## src/rtl/morse_blinker.sv

```systemverilog
// Morse letter blinker: sends one of J..Q as a unit-timed on/off pattern on led,
// optionally repeating with an off gap. Repeat request port is `rpt` (`repeat` is a keyword).
module morse_blinker #(
   parameter int unsigned DIV   = 25000000,
   parameter int unsigned PAT_W = 14,
   parameter int unsigned GAP   = 3
) (
   input  logic       clock,
   input  logic       reset,
   input  logic [2:0] letter,
   input  logic       start,
   input  logic       stop,
   input  logic       rpt,
   output logic       led,
   output logic       busy,
   output logic       done
);

   localparam int unsigned UW = (DIV > 1) ? $clog2(DIV) : 1;
   localparam int unsigned BW = $clog2(PAT_W);
   localparam int unsigned GW = (GAP > 1) ? $clog2(GAP) : 1;
   localparam logic [UW-1:0] UNIT_LAST = UW'(DIV - 1);
   localparam logic [BW-1:0] BIT_TOP   = BW'(PAT_W - 1);
   localparam logic [GW-1:0] GAP_LAST  = GW'(GAP - 1);

   typedef enum logic [1:0] {S_IDLE, S_SEND, S_GAP} state_t;

   state_t            st, st_n;
   logic [PAT_W-1:0]  sh, sh_n;
   logic [UW-1:0]     ucnt, ucnt_n;
   logic [BW-1:0]     bcnt, bcnt_n;
   logic [GW-1:0]     gcnt, gcnt_n;
   logic [2:0]        let_q, let_n;
   logic              led_n, done_n;
   logic              unit_end;

   function automatic logic [PAT_W-1:0] pattern(input logic [2:0] l);
      logic [13:0]      p;
      logic [PAT_W-1:0] r;
      case (l)
         3'd0: p = 14'b01011101110111;
         3'd1: p = 14'b01110101110000;
         3'd2: p = 14'b01011101010000;
         3'd3: p = 14'b01110111000000;
         3'd4: p = 14'b01110100000000;
         3'd5: p = 14'b01110111011100;
         3'd6: p = 14'b01011101110100;
         3'd7: p = 14'b01110111010111;
      endcase
      r = '0;
      r[PAT_W-1 -: 14] = p;
      return r;
   endfunction

   assign unit_end = (ucnt == UNIT_LAST);
   assign busy     = (st != S_IDLE);

   always_ff @(posedge clock) begin
      if (reset) begin
         st    <= S_IDLE;
         sh    <= '0;
         ucnt  <= '0;
         bcnt  <= '0;
         gcnt  <= '0;
         let_q <= '0;
         led   <= 1'b0;
         done  <= 1'b0;
      end else begin
         st    <= st_n;
         sh    <= sh_n;
         ucnt  <= ucnt_n;
         bcnt  <= bcnt_n;
         gcnt  <= gcnt_n;
         let_q <= let_n;
         led   <= led_n;
         done  <= done_n;
      end
   end

   always_comb begin
      st_n   = st;
      sh_n   = sh;
      ucnt_n = ucnt;
      bcnt_n = bcnt;
      gcnt_n = gcnt;
      let_n  = let_q;
      led_n  = led;
      done_n = 1'b0;
      case (st)
         S_IDLE: begin
            if (start && !stop) begin
               let_n  = letter;
               sh_n   = pattern(letter);
               led_n  = sh_n[PAT_W-1];
               ucnt_n = '0;
               bcnt_n = BIT_TOP;
               st_n   = S_SEND;
            end
         end
         S_SEND: begin
            if (stop) begin
               st_n = S_IDLE;  sh_n = '0;  ucnt_n = '0;  bcnt_n = '0;  gcnt_n = '0;  led_n = 1'b0;
            end else if (!unit_end) begin
               ucnt_n = ucnt + 1'b1;
            end else begin
               ucnt_n = '0;
               if (bcnt == '0) begin
                  led_n = 1'b0;
                  if (rpt) begin
                     gcnt_n = '0;
                     st_n   = S_GAP;
                  end else begin
                     done_n = 1'b1;
                     st_n   = S_IDLE;
                  end
               end else begin
                  sh_n   = sh << 1;
                  led_n  = sh[PAT_W-2];
                  bcnt_n = bcnt - 1'b1;
               end
            end
         end
         S_GAP: begin
            // repeat is not looked at here: once in the gap, the reload is committed
            if (stop) begin
               st_n = S_IDLE;  sh_n = '0;  ucnt_n = '0;  bcnt_n = '0;  gcnt_n = '0;  led_n = 1'b0;
            end else if (!unit_end) begin
               ucnt_n = ucnt + 1'b1;
            end else begin
               ucnt_n = '0;
               if (gcnt == GAP_LAST) begin
                  sh_n   = pattern(let_q);
                  led_n  = sh_n[PAT_W-1];
                  bcnt_n = BIT_TOP;
                  gcnt_n = '0;
                  st_n   = S_SEND;
               end else begin
                  gcnt_n = gcnt + 1'b1;
               end
            end
         end
         default: st_n = S_IDLE;
      endcase
   end

endmodule

```

## config.mk

```make
export PLATFORM = sky130hd
export DESIGN_NAME = morse_blinker
export DESIGN_NICKNAME = d
export VERILOG_FILES = /design/src/rtl/morse_blinker.sv
export SDC_FILE = /design/constraint.sdc
export NUM_CORES = 1
export LEC_CHECK = 0
export ABC_AREA = 1
export BUFFER_PORTS_ARGS = -buffer_cell sky130_fd_sc_hd__buf_2
export CELL_PAD_IN_SITES_DETAIL_PLACEMENT = 1
export CELL_PAD_IN_SITES_GLOBAL_PLACEMENT = 2
export CORE_UTILIZATION = 38
export DETAILED_ROUTE_END_ITERATION = 7
export PLACE_DENSITY = 0.94
export SLEW_MARGIN = 20
export SYNTH_ARGS = -nofsm -noshare
export SYNTH_HDL_FRONTEND = slang
export SYNTH_SLANG_ARGS = --single-unit
```

## constraint.sdc

```tcl
create_clock -name clock -period 3.9 [get_ports clock]
set_input_delay 0 -clock clock [delete_from_list [all_inputs] [get_ports clock]]
set_output_delay 0 -clock clock [all_outputs]
set_load 0.1 [all_outputs]
```

==> results of run 1 <==
==> Yosys cell counts, types with 2 or more instances <==
cell                       instances
sky130_fd_sc_hd__nor2_2           22
sky130_fd_sc_hd__inv_2             9
sky130_fd_sc_hd__buf_2             4
sky130_fd_sc_hd__nand2_1         106
sky130_fd_sc_hd__a31oi_1           2
sky130_fd_sc_hd__nor2_1           82
sky130_fd_sc_hd__a22o_1            4
sky130_fd_sc_hd__o21ai_2           3
sky130_fd_sc_hd__ha_1              8
sky130_fd_sc_hd__nand4_1           9
sky130_fd_sc_hd__o21ai_1           2
sky130_fd_sc_hd__nand3_1          28
sky130_fd_sc_hd__dfxtp_1          60
sky130_fd_sc_hd__xor2_1            3
sky130_fd_sc_hd__nand3b_1          2
sky130_fd_sc_hd__o21bai_1          3
sky130_fd_sc_hd__nor3b_1           8
sky130_fd_sc_hd__o22ai_1           2
sky130_fd_sc_hd__nor3_1           15
sky130_fd_sc_hd__clkbuf_1          3
sky130_fd_sc_hd__nand2_2           4
sky130_fd_sc_hd__nor4_1            3
sky130_fd_sc_hd__inv_1            50
sky130_fd_sc_hd__o21ai_0          25
sky130_fd_sc_hd__a21oi_1          17
==> report_power, final <==
group,switching [W],internal (W)
registers,0.0000755,0.000732
clock network,0.000257,0.000328
logic,0.000830,0.000317
==> final timing paths <==
check                           start  endpoint  slack [ps]
worst min-delay path             stop  ucnt[12]          20
worst min register to register  sh[1]     sh[1]         470
worst max register to register  st[0]   ucnt[7]        1150
worst max-delay path            st[0]   ucnt[7]        1150
==> worst max-delay path: stages, from the launching register on <==
cell                       delay [ps]
sky130_fd_sc_hd__dfxtp_1          420
sky130_fd_sc_hd__inv_1            100
sky130_fd_sc_hd__ha_1             510
sky130_fd_sc_hd__clkinv_1         330
sky130_fd_sc_hd__nor2_1           230
sky130_fd_sc_hd__nand2_2          130
sky130_fd_sc_hd__nand2_2          120
sky130_fd_sc_hd__nand2_1          470
sky130_fd_sc_hd__nor2_1           240
sky130_fd_sc_hd__o21a_1           140
==> routing by layer <==
metal / track usage, % / vias up / share of wire (%)
met5: 0 / - / 0
met4: 7.32 / 0 / 1.5
met3: 4.55 / 11 / 2.8
met2: 36.0 / 30 / 46
met1: 26.1 / 1512 / 49
li1: - / 1602 / -
==> kinds of logic (layout without fill, tap and decap cells) <==
family	after synthesis	in the layout	share of synthesized area [%]
adder cells (fa/ha/maj)	8	8	3.03
buffers and inverters	73	91	9.50
flip-flops	60	60	36.3
XOR/XNOR	3	3	0.795
AND/OR/NAND/NOR	284	284	38.9
AO/OA/AOI/OAI	63	63	11.4
==> through the flow <==
step                      util (%)  total power (W)  worst slack, ps  cells
after floorplan                  -          0.00177             2180    491
after global placement        41.1          0.00192             1300    595
after detailed placement      41.1          0.00197             1150    595
after CTS                     43.9          0.00257             1120    614
after global routing          43.9          0.00274              796    614
final                         43.9          0.00254             1150    614
==> layout make-up <==
class / instances / area, µm² / share of cell area (%)
Sequential cell: 60 / 1200 / 33.0
Timing Repair Buffer: 13 / 80.1 / 2.20
Clock inverter: 4 / 47.5 / 1.30
Multi-Input combinational cell: 358 / 1790 / 49.1
Tap cell: 105 / 131 / 3.60
Clock buffer: 12 / 155 / 4.26
Inverter: 62 / 240 / 6.59
==> repair_timing <==
| action | in CTS | in global routing |
|---|---|---|
| hold buffers | 3 | 0 |
| setup buffers | 0 | 0 |
| hold endpoints to repair | 4 | 0 |
==> impl_summary.log, run 1 <==
[metrics] synthesis-to-finish area growth: 10.3%
[metrics] Std-Cell Rows: 33
[metrics] Die Y: 95.3 µm
[metrics] worst hold slack: roughly 20 ps
[metrics] share of cells above drive strength 1: 13.8%
[metrics] clock transition time at the flip-flop clock pins of the worst setup and hold paths: 70 ps
[metrics] CTS sink count: 60
[metrics] most common flop cell mapped by yosys: sky130_fd_sc_hd__dfxtp_1
[metrics] leading cell types in the layout, fill and taps excluded: sky130_fd_sc_hd__nand2_1, sky130_fd_sc_hd__nor2_1, sky130_fd_sc_hd__dfxtp_1
[metrics] number of storage elements in the synthesis netlist: 60
[metrics] transition time at the pin with the least slew margin: 786 ps
[metrics] number of hold violations in the final report: 0
[metrics] accumulated negative setup slack: 0 ps
[metrics] final number of setup-violating endpoints: 0
[metrics] hold path depth: 4
[metrics] Post-Route WL: 8.74 mm
[metrics] critical path class: reg2reg
[metrics] ratio of total power to cell area: 697 nW/µm²
[metrics] Final Wtd Congestion: around 0.80
[metrics] max-cap violation count: 0
[metrics] Required @ worst endpoint: ~4200 ps
[metrics] source-to-sink clock delay at the later pin of the worst-skew pair: 350 ps
[metrics] first-pass GRT wire length: 14.8 mm
[metrics] total via count after detailed routing: around 3,200
[metrics] number of diodes added for antenna fixing: 0
[metrics] number of pins exceeding their max-slew limit in the final report: 0
[metrics] count of routing violations after the opening detailed-route iteration: 89
[metrics] pin count of the biggest net entering global routing: 28
[metrics] effective utilization at floorplan: 39.8%
[metrics] run status: finished, final reports clean
[metrics] vias in the first global route: 3,237
[metrics] number of CTS-inserted buffers: 9
[metrics] number of distinct standard cells referenced by the synthesized netlist: 42
[metrics] count of antenna-violating nets left after detailed routing: 0
[metrics] WL/cell: 14.2 µm
[metrics] startpoint class of the critical path: flip-flop
[metrics] Max-Slew Margin vs Limit: between 40% and 50%
[metrics] final design instance area without fill: 3640 µm²
[metrics] cell count after synthesis: 491
[metrics] H-tree depth: 3
[metrics] synthesized area per cell: 6.73 µm²
[metrics] Post-Synthesis Net Count: 507
[metrics] static leakage: about 1.5 nW
[metrics] Setup crit end kind: flip-flop
[metrics] io pins: 11
[metrics] top post-synthesis cells by area: sky130_fd_sc_hd__dfxtp_1, sky130_fd_sc_hd__nand2_1, sky130_fd_sc_hd__nor2_1
[metrics] count of buffers inserted at the top-level ports: 10
[metrics] worst r2r path cells: 9
[metrics] fraction of post-synthesis cell area in the top cell type by area: 36.3%
[metrics] number of antenna violations at the first check in global routing: 0
[metrics] maximum frequency from static timing analysis: 363 MHz
[metrics] DRC violation count after routing: 0
[metrics] RSZ-0062 raised after global routing: no
[metrics] Post-Syn Area: 3300 µm²
[metrics] total grt overflow: 0
[metrics] area of the die: between 9000 and 10,000 µm²
[metrics] filler instances: 1,100
[metrics] data arrival time at the worst-slack endpoint: 3040 ps
[metrics] Total Nets Final: 520
[metrics] maximum resistive drop on vdd: 0.000210 V
[metrics] most area-hungry cell type in the Yosys netlist: sky130_fd_sc_hd__dfxtp_1
[metrics] chip width: 95.3 µm
[metrics] detailed-routing iteration count for the pre-antenna-repair pass: 4
[metrics] clock tree from TritonCTS: built
[metrics] Clock Path Buffers: 2
[metrics] area of placed instances: about 3400 µm²
[metrics] total half-perimeter wirelength after legalization and detailed placement: 6.49 mm
[metrics] sequential fraction of the synthesis area: 36.3%
[metrics] final clock period utilization by the worst path: 70.6%
[metrics] most common cell after layout, fill and taps aside: sky130_fd_sc_hd__nand2_1
[metrics] root buffer cell: sky130_fd_sc_hd__clkbuf_8
[metrics] mean number of vias per cell: between 5 and 6
[metrics] number of synthesized flops with an enable pin: 0
[metrics] overall fraction of global-route tracks in use: between 20% and 30%
[metrics] fraction of synthesis flops using an asynchronous set or reset pin: 0%
[metrics] clock period minus worst slack: 2750 ps
[metrics] Yosys warnings: 0
[metrics] highest net fanout along the worst path: 21
[metrics] clk_skew: ~10 ps
[metrics] worst min path class: in2reg
[metrics] core footprint: 8300 µm²
[metrics] total of cells resized after clock tree synthesis: 0
Power figures use the tool's default switching activity.
==> run 2, diff against run 1 <==
--- a/config.mk
+++ b/config.mk
@@ -9,9 +9,9 @@
 export BUFFER_PORTS_ARGS = -buffer_cell sky130_fd_sc_hd__buf_2
 export CELL_PAD_IN_SITES_DETAIL_PLACEMENT = 1
 export CELL_PAD_IN_SITES_GLOBAL_PLACEMENT = 2
-export CORE_UTILIZATION = 38
+export CORE_UTILIZATION = 31
 export DETAILED_ROUTE_END_ITERATION = 7
-export PLACE_DENSITY = 0.94
+export PLACE_DENSITY = 0.83
 export SLEW_MARGIN = 20
 export SYNTH_ARGS = -nofsm -noshare
 export SYNTH_HDL_FRONTEND = slang
==> constraint.sdc (replaced) <==
create_clock -name clock -period 2.34 [get_ports clock]
set_input_delay 0 -clock clock [delete_from_list [all_inputs] [get_ports clock]]
set_output_delay 0 -clock clock [all_outputs]
set_load 0.1 [all_outputs]
==> impl_summary.log, run 2 (synthesized netlist as in run 1, its figures left out) <==
[metrics] first-pass GRT wire length: 15.1 mm (+2.2%)
[metrics] core footprint: 10,300 µm² (+24%)
[metrics] final number of setup-violating endpoints: 0 (unchanged)
[metrics] effective utilization at floorplan: 32.0% (-7.8 points)
[metrics] Clock Path Buffers: 2 (unchanged)
[metrics] RR Startpoint: st[0]
[metrics] source-to-sink clock delay at the later pin of the worst-skew pair: 340 ps (about the same)
[metrics] final clock period utilization by the worst path: 89.5% (+19 points)
[metrics] leading cell types in the layout, fill and taps excluded: sky130_fd_sc_hd__nand2_1, sky130_fd_sc_hd__nor2_1, sky130_fd_sc_hd__dfxtp_1
[metrics] data arrival time at the worst-slack endpoint: 2330 ps (-710 ps)
[metrics] Final Wtd Congestion: 0.778 (-3.0%)
[metrics] worst r2r path cells: 12 (+3)
[metrics] maximum resistive drop on vdd: 0.000581 V (+180%)
[metrics] io pins: 11 (unchanged)
[metrics] vias in the first global route: 3,280 (+1.3%)
[metrics] number of hold violations in the final report: 0 (unchanged)
[metrics] critical path class: reg2reg
[metrics] Die Y: 105 µm (+10%)
[metrics] Place WS: 234 ps (-914 ps)
[metrics] terminus of the critical flop-to-flop path: sh[3]
[metrics] worst min path class: in2reg
[metrics] Max-Slew Margin vs Limit: 67.4% (+20 points)
[metrics] number of diodes added for antenna fixing: 0 (unchanged)
[metrics] met1 track utilization from global routing: 21.9% (-4.2 points)
[metrics] routing usage on met3: 2.84% (-1.7 points)
[metrics] maximum frequency from static timing analysis: 478 MHz (+31%)
[metrics] hold path depth: 4 (unchanged)
[metrics] worst setup margin: 247 ps (-902 ps)
[metrics] filler instances: 1,336 (+21%)
[metrics] WL/cell: 13.4 µm (-6.0%)
[metrics] detailed-routing iteration count for the pre-antenna-repair pass: 4 (unchanged)
[metrics] slowest cell delay on critical path: 420 ps (-90 ps)
[metrics] Required @ worst endpoint: 2580 ps (-1610 ps)
[metrics] accumulated negative setup slack: 0 ps (unchanged)
[metrics] area of placed instances: 3500 µm² (+2.7%)
[metrics] beginning of the worst hold path: stop
[metrics] transition time at the pin with the least slew margin: 492 ps (-294 ps)
[metrics] DRC violation count after routing: 0 (unchanged)
[metrics] static leakage: 1.57 nW (+1.6%)
[metrics] count of antenna-violating nets left after detailed routing: 0 (unchanged)
[metrics] max-cap violation count: 0 (unchanged)
[metrics] synthesis-to-finish area growth: 12.3%
[metrics] clk_skew: 5.48 ps (-4.52 ps)
[metrics] H-tree depth: 3 (unchanged)
[metrics] number of pins exceeding their max-slew limit in the final report: 0 (unchanged)
[metrics] RSZ-0062 raised after global routing: no
[metrics] ratio of total power to cell area: 1130 nW/µm² (+62%)
[metrics] pin count of the biggest net entering global routing: 22 (-21%)
[metrics] CTS sink count: 60 (unchanged)
[metrics] total area of multi-input combinational cells: 1790 µm² (unchanged)
[metrics] register cell area after layout: 1200 µm² (unchanged)
[metrics] total grt overflow: 0 (unchanged)
[metrics] share of cells above drive strength 1: 14.5% (+0.78 points)
[metrics] most common cell after layout, fill and taps aside: sky130_fd_sc_hd__nand2_1
[metrics] terminating pin of the worst hold path: ucnt[12]
[metrics] clock period minus worst slack: 2090 ps (-658 ps)
[metrics] total half-perimeter wirelength after legalization and detailed placement: 6.70 mm (+3.2%)
[metrics] total via count after detailed routing: 3,117 (-1.2%)
[metrics] number of CTS-inserted buffers: 9 (unchanged)
[metrics] startpoint class of the critical path: flip-flop
[metrics] mean number of vias per cell: 4.78 (-7.0%)
[metrics] count of routing violations after the opening detailed-route iteration: 123 (+38%)
[metrics] final design instance area without fill: 3710 µm² (+1.9%)
[metrics] met2 demand-to-capacity share in global routing: 28.2% (-7.7 points)
[metrics] Post-Route WL: 8.73 mm (-0.14%)
[metrics] run status: finished, final reports clean
[metrics] Total Nets Final: 528 (+1.5%)
[metrics] clock transition time at the flip-flop clock pins of the worst setup and hold paths: 70 ps (about the same)
[metrics] R2R setup slack: 250 ps (-900 ps)
[metrics] overall fraction of global-route tracks in use: 17.1% (-4.0 points)
[metrics] count of buffers inserted at the top-level ports: 10 (unchanged)
[metrics] number of setup buffers added after CTS: 0 (unchanged)
[metrics] layer with the highest usage after global routing: met2
[metrics] root buffer cell: sky130_fd_sc_hd__clkbuf_8
[metrics] chip width: 105 µm (+10%)
[metrics] most repeated library cell on the critical path: sky130_fd_sc_hd__nand2_1
[metrics] area of the die: 11,100 µm² (+22%)
[metrics] ordered list of cells on the worst path: inv_1 > ha_1 > nand2_1 > inv_2 > nand2_1 > nand2_1 > nor2_2 > nand2_4 > inv_6 > nand2_1 > nand2_1 > nor2_1
[metrics] clock tree from TritonCTS: built
[metrics] number of antenna violations at the first check in global routing: 0 (unchanged)
[metrics] total power: 0.00418 W (+65%)
[metrics] slowest CP cell: sky130_fd_sc_hd__dfxtp_1
[metrics] Std-Cell Rows: 37 (+12%)
[metrics] highest net fanout along the worst path: 18 (-14%)
[metrics] Setup crit end kind: flip-flop
## run 2: changes by cell type in the layout (fill, tap and decap cells not counted)
cell	delta
sky130_fd_sc_hd__bufinv_16	-1
sky130_fd_sc_hd__dlygate4sd3_1	+1
sky130_fd_sc_hd__clkbuf_1	+1
sky130_fd_sc_hd__buf_4	+7
sky130_fd_sc_hd__clkinvlp_4	-1
## run 2: repair_timing
action,CTS,global route
hold buffers,4,0
hold endpoints to repair,5,0
gates resized for setup,0,0
## run 2: per-stage QoR
stage               util [%]  std cells  hold WS [ps]
global placement        33.9        633           243
global route            36.0        652          45.5
CTS                     36.0        652          17.7
detailed placement      33.9        633           242
finish                  36.0        652          31.0
floorplan                  -        491          69.1
## run 2: how the worst max path moves through the flow
stage / startpoint / endpoint / slack, ps / cells past startpoint
2_1_floorplan: st[0] / ucnt[13] / 620 / 9
3_3_place_gp: st[0] / sh[3] / 380 / 12
3_5_place_dp: st[0] / sh[3] / 230 / 12
4_1_cts: st[0] / sh[3] / 230 / 12
5_1_grt: st[0] / sh[5] / 30 / 12
6_report: st[0] / sh[3] / 250 / 12
## run 2: routing by layer
layer  share of wire (%)  vias up
met3                 1.7        9
met1                  50     1472
li1                    -     1617
met5                   0        -
met4                 1.7        0
met2                  46       19
## run 2: layout make-up
class	count	share of cell area, %
clock buffer	13	4.28
clock inverter	2	0.270
inverter	62	6.47
multi-input combinational	358	48.2
sequential	60	32.4
tap	136	4.58
timing repair buffer	21	3.84
## run 2: power by group
group | switching (W) | internal (W)
combinational | 0.00139 | 0.000601
sequential | 0.000125 | 0.00122
clock | 0.000406 | 0.000434
total | 0.00192 | 0.00226
## run 2: critical path, delay by kind of cell (launching register included)
| family | cells | cell delay [ps] |
|---|---|---|
| DFF | 1 | 420 |
| and+or+nand+nor | 8 | 890 |
| adders and majority gates | 1 | 230 |
| buffers and inverters | 3 | 440 |
